[src/rtl/nand_bus_cycle.sv]
// NAND flash bus cycle engine: timed write/read byte bursts on we_n/re_n and ready/busy waits.
// Every output is registered except io_out, which passes through the upstream wdata while driving.
module nand_bus_cycle #(
  parameter int unsigned T_SU       = 1,
  parameter int unsigned T_WP       = 2,
  parameter int unsigned T_H        = 1,
  parameter int unsigned T_WB       = 4,
  parameter int unsigned RB_TIMEOUT = 1023
) (
  input  logic       clk,
  input  logic       rst,
  input  logic       start,
  input  logic [1:0] op,
  input  logic [9:0] len,
  input  logic [7:0] wdata,
  input  logic [7:0] io_in,
  input  logic       rb,
  output logic       we_n,
  output logic       re_n,
  output logic       io_oe,
  output logic [7:0] io_out,
  output logic [8:0] byte_idx,
  output logic [7:0] rd_data,
  output logic       rd_valid,
  output logic       busy,
  output logic       done,
  output logic       timeout
);

  localparam int unsigned PH_MAX01 = (T_SU > T_WP) ? T_SU : T_WP;
  localparam int unsigned PH_MAX   = (PH_MAX01 > T_H) ? PH_MAX01 : T_H;
  localparam int unsigned PH_W     = $clog2(PH_MAX + 1);
  localparam int unsigned LEN_W    = 10;
  localparam int unsigned IDX_W    = 9;
  localparam int unsigned WCNT_W   = 10;

  localparam logic [1:0] OP_WR   = 2'd0;
  localparam logic [1:0] OP_RD   = 2'd1;
  localparam logic [1:0] OP_WAIT = 2'd2;
  localparam logic [1:0] OP_RSVD = 2'd3;

  localparam logic [PH_W-1:0]   SU_LD  = PH_W'(T_SU - 1);
  localparam logic [PH_W-1:0]   WP_LD  = PH_W'(T_WP - 1);
  localparam logic [PH_W-1:0]   H_LD   = PH_W'(T_H - 1);
  localparam logic [WCNT_W-1:0] WB_LIM = WCNT_W'(T_WB);
  localparam logic [WCNT_W-1:0] TO_LIM = WCNT_W'(RB_TIMEOUT);

  typedef enum logic [2:0] {
    S_IDLE   = 3'd0,
    S_SETUP  = 3'd1,
    S_PULSE  = 3'd2,
    S_HOLD   = 3'd3,
    S_WAITRB = 3'd4,
    S_DONE   = 3'd5
  } state_e;

  state_e            state_q, state_d;
  logic [1:0]        op_q, op_d;
  logic [LEN_W-1:0]  len_q, len_d;
  logic [IDX_W-1:0]  idx_q, idx_d;
  logic [PH_W-1:0]   ph_q, ph_d;
  logic [WCNT_W-1:0] wcnt_q, wcnt_d;
  logic [WCNT_W-1:0] wcnt_inc;
  logic              last_byte;
  logic              tmo_q, tmo_d;
  logic [7:0]        rdd_q, rdd_d;
  logic              rdv_q, rdv_d;
  logic              we_n_q, we_n_d;
  logic              re_n_q, re_n_d;
  logic              oe_q, oe_d;
  logic              busy_q, busy_d;
  logic              done_q, done_d;

  assign wcnt_inc  = wcnt_q + WCNT_W'(1);
  assign last_byte = ({1'b0, idx_q} == (len_q - LEN_W'(1)));

  // State register and registered outputs.
  always_ff @(posedge clk) begin
    if (rst) begin
      state_q <= S_IDLE;
      op_q    <= OP_WR;
      len_q   <= '0;
      idx_q   <= '0;
      ph_q    <= '0;
      wcnt_q  <= '0;
      tmo_q   <= 1'b0;
      rdd_q   <= '0;
      rdv_q   <= 1'b0;
      we_n_q  <= 1'b1;
      re_n_q  <= 1'b1;
      oe_q    <= 1'b0;
      busy_q  <= 1'b0;
      done_q  <= 1'b0;
    end else begin
      state_q <= state_d;
      op_q    <= op_d;
      len_q   <= len_d;
      idx_q   <= idx_d;
      ph_q    <= ph_d;
      wcnt_q  <= wcnt_d;
      tmo_q   <= tmo_d;
      rdd_q   <= rdd_d;
      rdv_q   <= rdv_d;
      we_n_q  <= we_n_d;
      re_n_q  <= re_n_d;
      oe_q    <= oe_d;
      busy_q  <= busy_d;
      done_q  <= done_d;
    end
  end

  // Next-state logic; strobe outputs are decoded from the next state so they register in step.
  always_comb begin
    state_d = state_q;
    op_d    = op_q;
    len_d   = len_q;
    idx_d   = idx_q;
    ph_d    = ph_q;
    wcnt_d  = wcnt_q;
    tmo_d   = tmo_q;
    rdd_d   = rdd_q;
    rdv_d   = 1'b0;

    unique case (state_q)
      S_IDLE: begin
        if (start) begin
          op_d  = op;
          len_d = len;
          idx_d = '0;
          tmo_d = 1'b0;
          if (op == OP_WAIT) begin
            state_d = S_WAITRB;
            wcnt_d  = '0;
          end else if (op == OP_RSVD || len == '0) begin
            state_d = S_DONE;
          end else begin
            state_d = S_SETUP;
            ph_d    = SU_LD;
          end
        end
      end
      S_SETUP: begin
        if (ph_q == '0) begin
          state_d = S_PULSE;
          ph_d    = WP_LD;
        end else begin
          ph_d = ph_q - PH_W'(1);
        end
      end
      S_PULSE: begin
        if (ph_q == '0) begin
          state_d = S_HOLD;
          ph_d    = H_LD;
          if (op_q == OP_RD) begin
            rdd_d = io_in;
            rdv_d = 1'b1;
          end
        end else begin
          ph_d = ph_q - PH_W'(1);
        end
      end
      S_HOLD: begin
        if (ph_q == '0) begin
          if (last_byte) begin
            state_d = S_DONE;
          end else begin
            state_d = S_SETUP;
            idx_d   = idx_q + IDX_W'(1);
            ph_d    = SU_LD;
          end
        end else begin
          ph_d = ph_q - PH_W'(1);
        end
      end
      S_WAITRB: begin
        // wcnt_inc counts WAITRB cycles completed at this edge; ready beats the timeout.
        wcnt_d = wcnt_inc;
        if (wcnt_inc >= WB_LIM && rb) begin
          state_d = S_DONE;
        end else if (wcnt_inc >= TO_LIM) begin
          state_d = S_DONE;
          tmo_d   = 1'b1;
        end
      end
      S_DONE:  state_d = S_IDLE;
      default: state_d = S_IDLE;
    endcase

    we_n_d = !(state_d == S_PULSE && op_d == OP_WR);
    re_n_d = !(state_d == S_PULSE && op_d == OP_RD);
    oe_d   = (state_d == S_SETUP || state_d == S_PULSE || state_d == S_HOLD) && op_d == OP_WR;
    busy_d = (state_d != S_IDLE);
    done_d = (state_d == S_DONE);
  end

  assign we_n     = we_n_q;
  assign re_n     = re_n_q;
  assign io_oe    = oe_q;
  assign io_out   = oe_q ? wdata : 8'h00;
  assign byte_idx = idx_q;
  assign rd_data  = rdd_q;
  assign rd_valid = rdv_q;
  assign busy     = busy_q;
  assign done     = done_q;
  assign timeout  = tmo_q;

endmodule
[config.mk]
export PLATFORM = sky130hd
export DESIGN_NAME = nand_bus_cycle
export DESIGN_NICKNAME = d
export VERILOG_FILES = /design/src/rtl/nand_bus_cycle.sv
export SDC_FILE = /design/constraint.sdc
export NUM_CORES = 1
export LEC_CHECK = 0
export ABC_AREA = 1
export BUFFER_PORTS_ARGS = -buffer_cell sky130_fd_sc_hd__clkbuf_2
export CORE_UTILIZATION = 23
export CTS_BUF_LIST = sky130_fd_sc_hd__clkbuf_8 sky130_fd_sc_hd__clkbuf_16
export DETAILED_ROUTE_END_ITERATION = 6
export PLACE_DENSITY = 0.43
export SLEW_MARGIN = 20
export SYNTH_ARGS = -nofsm -noshare
export SYNTH_HDL_FRONTEND = slang
export SYNTH_SLANG_ARGS = --single-unit
[constraint.sdc]
create_clock -name clk -period 1.8 [get_ports clk]
set_input_delay 0.18 -clock clk [delete_from_list [all_inputs] [get_ports clk]]
set_output_delay 0.18 -clock clk [all_outputs]
set_load 0.005 [all_outputs]
==> metrics.yaml <==
placed_design:
  hpwl_um: 6380
  dpl_worst_slack_ns: -0.140
  placed_cells: 703
  port_buffers: 63
  gp_congestion: 0.786
synth:
  syn_area_sq_mm: 0.00289
  ys_warn_count: 0
  seq_area_frac_synth_pct: 35.4
  synthCells: 456
  syn_avg_cell_area_sq_um: 6.33
  synth-seq-cells: 51
  syn-num-nets: 492
  ys_types: 33
floorplanning:
  die_y_um: 114
  start_util_pct: 23.8
  dieWidth_um: 114
  num_io_pins: 64
  core_sq_mm: 0.0121
  rows: 40
  fp.dieArea_sq_mm: 0.0130
power_and_ir_drop:
  total_power_mw: 3.49
  ir_drop_v: 0.000435
  power_density_mw_per_mm2: 875
  p_leak_nw: 1.86
job:
  drv_cap: 0
sta:
  period_share_pct: 101
  slew-limit-headroom_pct: 60.0
  hold_violations: 0
  slew_viol_final: 0
  hold_slack_ns: 0.0959
  fin_crit_ns: 1.82
  rsz0062_at_grt: "true"
  setup_viol: 1
  fmax_ghz: 0.549
  fin_skew_ns: 0.0111
  fin_ws_ns: -0.0210
  tightest_slew_ns: 0.596
run_status:
  violations: "negative setup slack"
  status: "complete, but fails checks"
grt:
  grt_pass1_vias: 2908
  grt_start_max_net_pins: 30
  overflow: 0
  grtUsageTotal_pct: 13.5
  grt_pass1_wl_um: 13900
  antenna_found_initial: 0
drt:
  drtIter0Drc: 138
  drc: 0
  vias: 3047
  antenna_left: 0
  wl_per_cell_um: 11.9
  wirelength_um: 8490
  vias_per_cell: 4.26
  firstDrtPassIters: 4
min_path:
  hold_path_class: "primary input to register"
clocking:
  numCtsBuffers: 5
  cts_max_path_buffers: 2
  htreeDepth: 2
  cts_tree: "done"
  cts_sinks: 51
  clkTransAtPathRegs_ns: 0.08
  cts_root_buffer: "clkbuf_16"
  clk_latency_ns: 0.30
setup_path:
  critical_path_class: "register to register"
  cp_max_fo: 3
  critPathCaptureType: "register"
  critPathLaunchType: "register"
  crit_required_ns: 2.05
  crit_arrival_ns: 2.07
layout:
  final_cells: 716
  antenna_cells: 0
  final_nets: 583
  drive_gt1_share_pct: 33.8
  n_fill_cell: 1341
  fin_util_pct: 33.0
  area_delta_synth_final_pct: 38.3
power breakdown:
| group | internal (mW) | switching, mW |
|---|---|---|
| registers | 1.24 | 0.110 |
| clock network | 0.530 | 0.480 |
| logic | 0.433 | 0.703 |
cells in the final DEF (no fill, tap or decap), types with 2 or more instances in the layout:
cell,instances
buf_6,2
inv_1,49
nand4_1,11
clkbuf_16,5
dfxtp_1,43
nor2_2,12
ha_4,3
clkbuf_2,63
o21bai_1,3
buf_4,28
xnor2_1,3
nor3_2,2
nand2_4,4
nand2_2,19
nand2_1,110
inv_6,3
xor2_1,7
nand3_2,8
nor3_1,2
a21oi_2,5
nor2_1,58
o21ai_0,20
a21oi_1,27
nand3_1,22
nand3_4,2
dfxtp_2,8
nor2_4,5
inv_2,12
final cells by class:
type | count | area [sq um] | area share (%)
Clock inverter | 3 | 26.3 | 0.658
Inverter | 63 | 244 | 6.11
Tap cell | 168 | 210 | 5.26
Sequential cell | 51 | 1030 | 25.8
Multi-Input combinational cell | 333 | 1810 | 45.3
Clock buffer | 5 | 125 | 3.13
Timing Repair Buffer | 93 | 548 | 13.7
metrics by stage:
stage               TNS [ns]  area, sq um
floorplan                  0         2890
global placement      -0.755         3560
detailed placement    -0.878         3560
CTS                  -0.0150         3750
global route           -1.50         3990
finish               -0.0210         3990
metal layers:
layer | global-route usage (%) | share of wire [%] | vias to the layer above
met5 | 0 | 0 | -
met4 | 3.98 | 1.3 | 0
met3 | 2.65 | 3.3 | 7
met2 | 22.9 | 48 | 62
met1 | 17.4 | 47 | 1358
li1 | - | - | 1620
worst max-delay path, cell delays in order, from the launching register on:
cell     delay, ns
dfxtp_2       0.34
inv_2         0.05
ha_4          0.24
inv_2         0.04
nand2_1       0.04
nand2_1       0.06
nand3_1       0.07
nor2_1        0.09
nand3_1       0.08
nor2_2        0.16
nand4_1       0.22
buf_4         0.21
nand3_2       0.06
nand3_2       0.05
inv_1         0.06
cell families (layout without fill, tap and decap cells):
family          count (synthesis)  count (layout)  share of synthesized area (%)
compound gates                 58              58                           10.7
xor+xnor                       11              11                           3.81
fa+ha+maj                       4               4                           1.73
buf+inv                        72             164                           9.62
flops                          51              51                           35.4
simple gates                  260             260                           38.8
cells in the mapped netlist:
cell | instances | area share (%)
nand2_1 | 128 | 17
nor2_1 | 67 | 8.7
inv_1 | 58 | 7.5
dfxtp_1 | 51 | 35
a21oi_1 | 32 | 5.5
nand3_1 | 31 | 5.4
o21ai_0 | 21 | 3.6
nand4_1 | 11 | 2.4
xor2_1 | 7 | 2.1
nor2_2 | 6 | 1.3
clkbuf_1 | 5 | 0.65
ha_1 | 4 | 1.7
nand2_2 | 4 | 0.87
buf_2 | 3 | 0.52
inv_2 | 3 | 0.39
nor3_1 | 3 | 0.52
o21bai_1 | 3 | 0.78
xnor2_1 | 3 | 0.91
nor2_4 | 2 | 0.78
and2_1 | 1 | 0.22
clkbuf_2 | 1 | 0.17
clkinv_1 | 1 | 0.13
inv_4 | 1 | 0.22
nand2_4 | 1 | 0.39
nand3_2 | 1 | 0.35
nand3b_1 | 1 | 0.26
nor3_2 | 1 | 0.35
nor3b_1 | 1 | 0.26
o2111a_1 | 1 | 0.39
o21ai_2 | 1 | 0.30
or2_1 | 1 | 0.22
or2_2 | 1 | 0.22
xnor3_1 | 1 | 0.78
flip-flops by register name, indices dropped and copies added, names as in the netlist:
register,flops
len_q,10
ph_q,2
wcnt_q,10
we_n,1
io_oe,1
done,1
re_n,1
timeout,1
byte_idx,9
rd_valid,1
rd_data,8
op_q,2
state_q,3
busy,1
final timing paths:
path / slack, ns / depth (start not counted) / start / endpoint
worst max-delay path: -0.02 / 14 / len_q[0] / ph_q[1]
worst min-delay path: 0.1 / 3 / io_in[2] / rd_data[2]
worst max register to register: -0.02 / 14 / len_q[0] / ph_q[1]
worst min register to register: 0.47 / 2 / ph_q[1] / ph_q[1]
what timing repair did:
action / in CTS / in global routing
pin swaps: 5 / 19
gates cloned: 0 / 0
setup endpoints to repair: 16 / 24
setup buffers: 2 / 3
resized for setup: 8 / 70
hold buffers: 0 / 0
Note: power is estimated with default switching activity, not from simulation.
